==> src/rtl/cg_stream_pkg.sv <==
// Shared sizing, FSM encoding and padding-mask helper for the CG vector streamer.
package cg_stream_pkg;

  localparam int NUM_EQ      = 10;
  localparam int NO_OF_UNITS = 8;
  localparam int ELEM_W      = 32;
  localparam int CHUNK_W     = ELEM_W * NO_OF_UNITS;
  localparam int DEPTH       = (NUM_EQ + NO_OF_UNITS - 1) / NO_OF_UNITS;
  localparam int IDX_W       = (DEPTH > 1) ? $clog2(DEPTH) : 1;
  localparam int PTR_W       = $clog2(DEPTH + 1);
  localparam int ADDR_W      = IDX_W + 1;
  localparam int PAD_LANES   = NUM_EQ % NO_OF_UNITS;

  typedef enum logic [1:0] {
    IDLE   = 2'd0,
    FETCH  = 2'd1,
    STREAM = 2'd2,
    DONE   = 2'd3
  } state_t;

  // Keeps lanes below valid_lanes; zero valid_lanes means the last chunk is full.
  function automatic logic [CHUNK_W-1:0] pad_mask(input int unsigned valid_lanes);
    logic [CHUNK_W-1:0] m;
    m = '0;
    for (int i = 0; i < NO_OF_UNITS; i++) begin
      if ((valid_lanes == 0) || (i < valid_lanes)) begin
        m[i*ELEM_W +: ELEM_W] = {ELEM_W{1'b1}};
      end else begin
        m[i*ELEM_W +: ELEM_W] = {ELEM_W{1'b0}};
      end
    end
    return m;
  endfunction

endpackage

==> src/rtl/cg_bank_ram.sv <==
// 1W1R synchronous RAM holding both vector banks, addressed {bank, index}.
module cg_bank_ram
  import cg_stream_pkg::*;
(
  input  logic               clk,
  input  logic               reset,
  input  logic               we,
  input  logic [ADDR_W-1:0]  waddr,
  input  logic [CHUNK_W-1:0] wdata,
  input  logic               re,
  input  logic [ADDR_W-1:0]  raddr,
  output logic [CHUNK_W-1:0] rdata
);

  logic [CHUNK_W-1:0] mem_r [2*DEPTH];

  // Storage array write port; contents intentionally not reset.
  always_ff @(posedge clk) begin
    if (we) begin
      mem_r[waddr] <= wdata;
    end
  end

  // Read register holds its value while re is low, which gives stall stability.
  always_ff @(posedge clk) begin
    if (reset) begin
      rdata <= '0;
    end else if (re) begin
      rdata <= mem_r[raddr];
    end
  end

endmodule

==> src/rtl/cg_vector_streamer.sv <==
// Ping-pong vector store: writes fill the shadow bank, reads stream the active bank.
// Optional macro CG_PAD_ZERO_EN zeroes padding lanes of the final chunk.
module cg_vector_streamer
  import cg_stream_pkg::*;
(
  input  logic               clk,
  input  logic               reset,
  input  logic               wr_en,
  input  logic [CHUNK_W-1:0] wr_data,
  input  logic               swap,
  input  logic               rd_start,
  input  logic               rd_ready,
  output logic               rd_valid,
  output logic [CHUNK_W-1:0] rd_data,
  output logic               rd_last,
  output logic               rd_done,
  output logic               busy,
  output logic               wr_overflow
);

  localparam logic [IDX_W-1:0] LAST_IDX = IDX_W'(DEPTH - 1);

  state_t             state_r;
  logic [IDX_W-1:0]   rd_addr_r;
  logic [PTR_W-1:0]   wr_ptr_r;
  logic               active_r;
  logic               swap_pending_r;
  logic               rd_valid_r;
  logic               rd_last_r;
  logic               rd_done_r;
  logic               busy_r;
  logic               wr_overflow_r;

  logic               wr_fire_s;
  logic               swap_now_s;
  logic               ram_re_s;
  logic [IDX_W-1:0]   rd_idx_s;
  logic [ADDR_W-1:0]  ram_raddr_s;
  logic [ADDR_W-1:0]  ram_waddr_s;
  logic [CHUNK_W-1:0] ram_q_s;

  // RAM control: read the current chunk in FETCH, prefetch the next one on accept.
  always_comb begin
    wr_fire_s   = wr_en && (wr_ptr_r < PTR_W'(DEPTH));
    ram_waddr_s = {~active_r, wr_ptr_r[IDX_W-1:0]};
    swap_now_s  = 1'b0;
    ram_re_s    = 1'b0;
    rd_idx_s    = rd_addr_r;
    case (state_r)
      IDLE:    swap_now_s = swap;
      FETCH:   ram_re_s   = 1'b1;
      STREAM: begin
        ram_re_s = rd_ready && (rd_addr_r != LAST_IDX);
        rd_idx_s = rd_addr_r + IDX_W'(1);
      end
      DONE:    swap_now_s = swap || swap_pending_r;
      default: swap_now_s = 1'b0;
    endcase
    ram_raddr_s = {active_r, rd_idx_s};
  end

  cg_bank_ram u_ram (
    .clk   (clk),
    .reset (reset),
    .we    (wr_fire_s),
    .waddr (ram_waddr_s),
    .wdata (wr_data),
    .re    (ram_re_s),
    .raddr (ram_raddr_s),
    .rdata (ram_q_s)
  );

  // Read FSM, write pointer, bank select and all status outputs.
  always_ff @(posedge clk) begin
    if (reset) begin
      state_r        <= IDLE;
      rd_addr_r      <= '0;
      wr_ptr_r       <= '0;
      active_r       <= 1'b0;
      swap_pending_r <= 1'b0;
      rd_valid_r     <= 1'b0;
      rd_last_r      <= 1'b0;
      rd_done_r      <= 1'b0;
      busy_r         <= 1'b0;
      wr_overflow_r  <= 1'b0;
    end else begin
      rd_done_r <= 1'b0;
      // A write in the swap cycle has already targeted the old shadow bank.
      if (swap_now_s) begin
        active_r <= ~active_r;
        wr_ptr_r <= '0;
      end else if (wr_fire_s) begin
        wr_ptr_r <= wr_ptr_r + PTR_W'(1);
      end
      if (wr_en && !wr_fire_s) begin
        wr_overflow_r <= 1'b1;
      end
      case (state_r)
        IDLE: begin
          swap_pending_r <= 1'b0;
          if (rd_start) begin
            state_r   <= FETCH;
            rd_addr_r <= '0;
            busy_r    <= 1'b1;
          end
        end
        FETCH: begin
          if (swap) swap_pending_r <= 1'b1;
          state_r    <= STREAM;
          rd_valid_r <= 1'b1;
          rd_last_r  <= (rd_addr_r == LAST_IDX);
        end
        STREAM: begin
          if (swap) swap_pending_r <= 1'b1;
          if (rd_ready) begin
            if (rd_addr_r == LAST_IDX) begin
              state_r    <= DONE;
              rd_valid_r <= 1'b0;
              rd_last_r  <= 1'b0;
              rd_done_r  <= 1'b1;
            end else begin
              rd_addr_r <= rd_addr_r + IDX_W'(1);
              rd_last_r <= ((rd_addr_r + IDX_W'(1)) == LAST_IDX);
            end
          end
        end
        DONE: begin
          state_r        <= IDLE;
          swap_pending_r <= 1'b0;
          busy_r         <= 1'b0;
        end
        default: begin
          state_r    <= IDLE;
          rd_valid_r <= 1'b0;
          rd_last_r  <= 1'b0;
          busy_r     <= 1'b0;
        end
      endcase
    end
  end

`ifdef CG_PAD_ZERO_EN
  localparam logic [CHUNK_W-1:0] LAST_MASK = pad_mask(PAD_LANES);

  // Padding lanes of the final chunk read as zero so dot products ignore them.
  always_comb begin
    if (rd_last_r) begin
      rd_data = ram_q_s & LAST_MASK;
    end else begin
      rd_data = ram_q_s;
    end
  end
`else
  assign rd_data = ram_q_s;
`endif

  assign rd_valid    = rd_valid_r;
  assign rd_last     = rd_last_r;
  assign rd_done     = rd_done_r;
  assign busy        = busy_r;
  assign wr_overflow = wr_overflow_r;

endmodule

==> config.mk <==
export PLATFORM = sky130hd
export DESIGN_NAME = cg_vector_streamer
export DESIGN_NICKNAME = d
export VERILOG_FILES = /design/src/rtl/cg_stream_pkg.sv /design/src/rtl/cg_bank_ram.sv /design/src/rtl/cg_vector_streamer.sv
export SDC_FILE = /design/constraint.sdc
export NUM_CORES = 1
export LEC_CHECK = 0
export BUFFER_PORTS_ARGS = -buffer_cell sky130_fd_sc_hd__buf_2
export CAP_MARGIN = 0
export CORE_MARGIN = 8
export CORE_UTILIZATION = 51
export DETAILED_ROUTE_END_ITERATION = 10
export MAX_ROUTING_LAYER = met4
export PLACE_DENSITY = 0.8
export SETUP_SLACK_MARGIN = 0.02
export SLEW_MARGIN = 5
export SYNTH_ARGS = -nofsm -noshare
export SYNTH_HDL_FRONTEND = slang
export SYNTH_SLANG_ARGS = --single-unit
==> constraint.sdc <==
create_clock -name clk -period 25.3 [get_ports clk]
set_input_delay 5.06 -clock clk [delete_from_list [all_inputs] [get_ports clk]]
set_output_delay 5.06 -clock clk [all_outputs]
set_load 0.02 [all_outputs]
## Word level (Yosys, flattened, before mapping)

Memory sizes are Yosys's and may differ from the RTL's. A register that Yosys moved wholly into a read port is not among the register bits.
Cells that the tools add are included.

- Register bits after elaboration: 12
- Memory bits (writable): 1024
- Input port bits: 262
- Output and inout port bits: 261
- Memories kept: 1

- Add/subtract/negate cells: 2
- Order comparisons: 1
- Eq/ne operators: 7
- Mux-type cells: 24
- Bitwise operators: 4
- Reduce and logical (&&, ||, !) cells: 18

Memory list:

| memory | words | width | rd ports | clocked after memory_dff | write ports | line | RTL |
|---|---|---|---|---|---|---|---|
| u_ram.mem_r | 4 | 256 | 1 | 1 | 1 | cg_bank_ram.sv:15 | `logic [CHUNK_W-1:0] mem_r [2*DEPTH];` |

Operator list:

| kind | number |
|---|---|
| 1-bit one-hot mux with 2 select lines | 7 |
| 1-bit 2-to-1 mux | 13 |
| 3-bit AND reduction | 3 |
| 2-bit one-hot mux with 4 select lines | 1 |
| 2-bit 2-to-1 mux | 3 |
| 2-bit != test, second input constant | 3 |
| 2-bit nonzero test | 3 |
| 2-bit OR reduction | 3 |
| 2-bit == test, second input constant | 2 |
| 1-bit inverter | 4 |
| 2-bit AND reduction | 2 |
| 1-bit logical AND | 3 |
| 3-bit OR reduction | 1 |
| 2-bit by 1-bit adder with 2-bit output, second input constant | 1 |
| 2-bit by 1-bit == test with 1-bit output, second input constant | 1 |
| 2-bit logical NOT | 1 |
| 2-bit < comparator, second input constant | 1 |
| 2-bit by 1-bit != test with 1-bit output, second input constant | 1 |
| 1-bit adder, second input constant | 1 |
| 1-bit logical NOT | 1 |
| 1-bit logical OR | 1 |

## Longest topological paths before layout

- Word-level depth: 4
- Depth in mapped cells: 8
- Depth with buffers taken out: 6

## Modules after synthesis

Synthesis repeated with hierarchy kept, for this count alone.

- Cells, all modules: 2546
- Area total of the unflattened synthesis: 48428.9 sq um

Modules (own cells, without submodules):

| module | times used | cells an instance | area an instance (sq um) | seq. area each (sq um) |
|---|---|---|---|---|
| cg_bank_ram | 1 | 2481 | 47832.1 | 35874.4 |
| cg_vector_streamer | 1 | 65 | 596.8 | 240.2 |

## Least setup slack after synthesis

No wires, ideal clock.

- Path kind: input to register
- Start point: input port wr_en
- End point: memory u_ram.mem_r[2][0] (netlist name) (enable)
- Library setup time: 1239 ps
- Arrival: 23760 ps
- Setup slack: 301 ps
- Stages: 2
- Cells stage by stage: nor2b_1 nor3b_1

- Word-level cells in the longest chain between the ends: 3

RTL lines:

| element | line | RTL |
|---|---|---|
| start: declaration | cg_vector_streamer.sv:8 | `input logic wr_en,` |
| 1-bit logical AND | cg_vector_streamer.sv:44 | `wr_fire_s = wr_en && (wr_ptr_r < PTR_W'(DEPTH));` |
| 1-bit 2-to-1 mux | cg_bank_ram.sv:19 | `if (we) begin` |
| 1-bit 2-to-1 mux (implied by the code) | cg_bank_ram.sv:20 | `mem_r[waddr] <= wdata;` |
| end: declaration | cg_bank_ram.sv:15 |  |

Every way passes these cells.

## Final worst setup path

- Start point: input port wr_en
- End point: memory u_ram.mem_r[2][4] (netlist name) (enable)

The elaborated chain is that of the path after synthesis.

==> results.sh <==
export IMPL_setup_tns_ns=0
export IMPL_top_layer_used="met4"
export IMPL_cts_made_buffers=131
export IMPL_synthArstFlopShare_pct=0
export IMPL_insertion_delay_ns=0.72
export IMPL_stdcell_area_um2=53280
export IMPL_wire_per_inst_um=25.84
export IMPL_dieArea_um2=98550
export IMPL_syn_nets=2252
export IMPL_slew_viol_final=0
export IMPL_port_buffers=522
export IMPL_finalCritPeriodShare_pct=31.13
export IMPL_min_to="u_ram.rdata[241]$_SDFFE_PP0P_"
export IMPL_nFillCells=5875
export IMPL_vias=22388
export IMPL_status="finished clean"
export IMPL_reg2reg_to="u_ram.rdata[2]$_SDFFE_PP0P_"
export IMPL_hold_path_startpoint="u_ram.rdata[241]$_SDFFE_PP0P_"
export IMPL_hold_path_depth=1
export IMPL_hold_class="register to register"
export IMPL_finalHoldViolCount=0
export IMPL_power_leakage_nw=18.94
export IMPL_cts_hold_buffers=0
export IMPL_gp_congestion=0.8199
export IMPL_track_usage_pct=20.37
export IMPL_die_h_um=313.9
export IMPL_ant_nets=0
export IMPL_reg2reg_slack_ns=20.76
export IMPL_timing_fmax_mhz=127.0
export IMPL_rsz0062_at_grt="false"
export IMPL_grt_pass1_vias=23731
export IMPL_wl_met2_mm=50.71
export IMPL_synth_area_um2=45270
export IMPL_skew_ns=0.02515
export IMPL_worst_ep_arrival_time_ns=8.19
export IMPL_clock_path_buffers=3
export IMPL_worst_path_max_fanout=68
export IMPL_yosysWarnings=0
export IMPL_remaining_drc_errors=0
export IMPL_power_density_nw_per_um2=114.1
export IMPL_io_pins=523
export IMPL_drt_iter0_markers=2141
export IMPL_core_um2=88240
export IMPL_synth_cell_types=32
export IMPL_cts_sinks=1292
export IMPL_cts_setup_buffers=0
export IMPL_synthFlopType="edfxtp_1"
export IMPL_drtPass1Iterations=5
export IMPL_totalWireLength_mm=100.0
export IMPL_antenna_found_initial=42
export IMPL_timing_worst_setup_path_type="input pin to register"
export IMPL_tightest_slew_ns=1.098
export IMPL_drive_above_1_share_pct=37.89
export IMPL_fp_row_count=109
export IMPL_ys_ff_latch=1292
export IMPL_start_util_pct=51.30
export IMPL_ir_drop_uv=78.05
export IMPL_dp_hpwl_mm=58.21
export IMPL_synth_edf_count=1024
export IMPL_setup_worst_path_start_class="input pin"
export IMPL_grt_pass1_wl_mm=148.2
export IMPL_syn_to_final_growth_pct=17.69
export IMPL_endpoint_kind="register"
export IMPL_postSynthAreaPerCell_um2=22.83
export IMPL_clkTransAtPathRegs_ns=0.06
export IMPL_ys_seq_area_share_pct=79.78
export IMPL_cts_root_buf="clkbuf_16"
export IMPL_cts_tree="yes"
export IMPL_wl_met1_mm=37.36
export IMPL_vias_per_cell=5.784
export IMPL_cts_resized=0
export IMPL_grt_overflow_total=0
export IMPL_setup_viol=0
export IMPL_routed_wl_met3_mm=8.718
export IMPL_place_area_um2=48930
export IMPL_grt_max_degree=183
export IMPL_nets=2818
export IMPL_synthCells=1983
export IMPL_r2r_cells=7
export IMPL_min_period_ns=7.876
export IMPL_r2r_start="state_r[0]$_SDFFE_PP0P_"
export IMPL_die_x_um=313.9
export IMPL_h_tree_depth=4
export IMPL_crit_required_ns=25.62
export IMPL_slew_limit_headroom_pct=26.50
export IMPL_maxCapViolCount=0
==> cell type report <==
type / instances / area (um^2) / area share [%]
sequential: 1292 / 36120 / 67.79
multi-input combinational: 570 / 8464 / 15.89
clock buffer: 189 / 3691 / 6.928
timing repair buffer: 548 / 2870 / 5.387
tap: 1165 / 1458 / 2.736
clock inverter: 50 / 525.5 / 0.9864
antenna: 51 / 127.6 / 0.2395
inverter: 6 / 22.52 / 0.04227
==> cell usage after synthesis (2+ instances only) <==
| cell | count | area (um^2) |
|---|---|---|
| edfxtp_1 | 1024 | 30750 |
| dfxtp_1 | 268 | 5365 |
| a22o_1 | 256 | 2242 |
| mux4_2 | 256 | 5766 |
| buf_2 | 76 | 380.4 |
| buf_6 | 27 | 304.0 |
| clkbuf_1 | 11 | 41.29 |
| a21oi_1 | 9 | 45.04 |
| ha_1 | 7 | 87.58 |
| inv_1 | 6 | 22.52 |
| nor2_1 | 6 | 22.52 |
| nor3_1 | 5 | 25.02 |
| nor2b_1 | 4 | 25.02 |
| nand2_1 | 3 | 11.26 |
| nand2b_1 | 3 | 18.77 |
| o21ai_0 | 3 | 15.01 |
| a211oi_1 | 2 | 15.01 |
| mux2_2 | 2 | 22.52 |
| nor3b_1 | 2 | 15.01 |
==> metal layers <==
layer / vias to the layer above / GRT usage (%)
met2: 961 / 33.05
li1: 9565 / -
met5: - / -
met4: 0 / 8.037
met1: 11648 / 24.10
met3: 214 / 5.943
==> per-stage QoR <==
step | instances | power, mW | setup WS (ns) | hold WS [ns] | util (%)
global route | 3860 | 6.315 | 17.26 | 0.4849 | 60.35
global placement | 3581 | 4.205 | 16.77 | 0.4528 | 55.46
detailed placement | 3581 | 4.259 | 16.72 | 0.4579 | 55.46
finish | 3871 | 6.077 | 17.42 | 0.4707 | 60.38
CTS | 3820 | 6.141 | 17.52 | 0.4750 | 60.23
floorplan | 1983 | 3.970 | 0.3010 | 0.4329 | -
==> flip-flops by register name (all words and copies together), names as in the netlist <==
register	cells
u_ram.mem_r	1024
u_ram.rdata	256
state_r	2
wr_ptr_r	2
active_r	1
busy	1
rd_addr_r	1
rd_done	1
rd_last	1
rd_valid	1
swap_pending_r	1
wr_overflow	1
==> worst max-delay path by stage <==
stage,start,endpoint,cells past startpoint
after floorplan,wr_en,u_ram.mem_r[2][0]$_DFFE_PP_,2
after global placement,wr_en,u_ram.mem_r[2][230]$_DFFE_PP_,5
after detailed placement,wr_en,u_ram.mem_r[2][230]$_DFFE_PP_,5
after CTS,wr_en,u_ram.mem_r[2][4]$_DFFE_PP_,5
after global routing,wr_en,u_ram.mem_r[2][4]$_DFFE_PP_,5
final,wr_en,u_ram.mem_r[2][4]$_DFFE_PP_,5
==> where the power goes <==
part           total, mW  internal (mW)  switching, mW
clock               1.87           1.09          0.778
combinational       1.35          0.571          0.777
sequential          2.86           2.71          0.148
total               6.08           4.37           1.70
==> kinds of logic after synthesis <==
logic type	share of synthesized area, %
buffers and inverters	1.661
XOR/XNOR	0.01935
AND/OR/NAND/NOR	0.3566
multiplexers	12.81
AO/OA/AOI/OAI	5.185
flip-flops	79.78
adder cells (fa/ha/maj)	0.1935
==> cells in the final DEF, fill, tap and decap left out, drive strengths merged, types with 3 or more instances in the layout <==
master  count
edfxtp   1024
buf       548
dfxtp     268
mux4      256
a22o      256
clkbuf    189
diode      51
clkinv     35
inv        12
a21oi       9
bufinv      7
ha          7
nor2        6
nor3        5
nor2b       4
nand2       3
nand2b      3
o21ai       3
==> worst max-delay path, cell delays in order <==
cell	delay (ns)
buf_2	0.13
nor2b_1	0.26
nor3b_2	0.93
buf_4	0.77
buf_4	0.88
No activity file was read; power rests on OpenSTA's default activity.
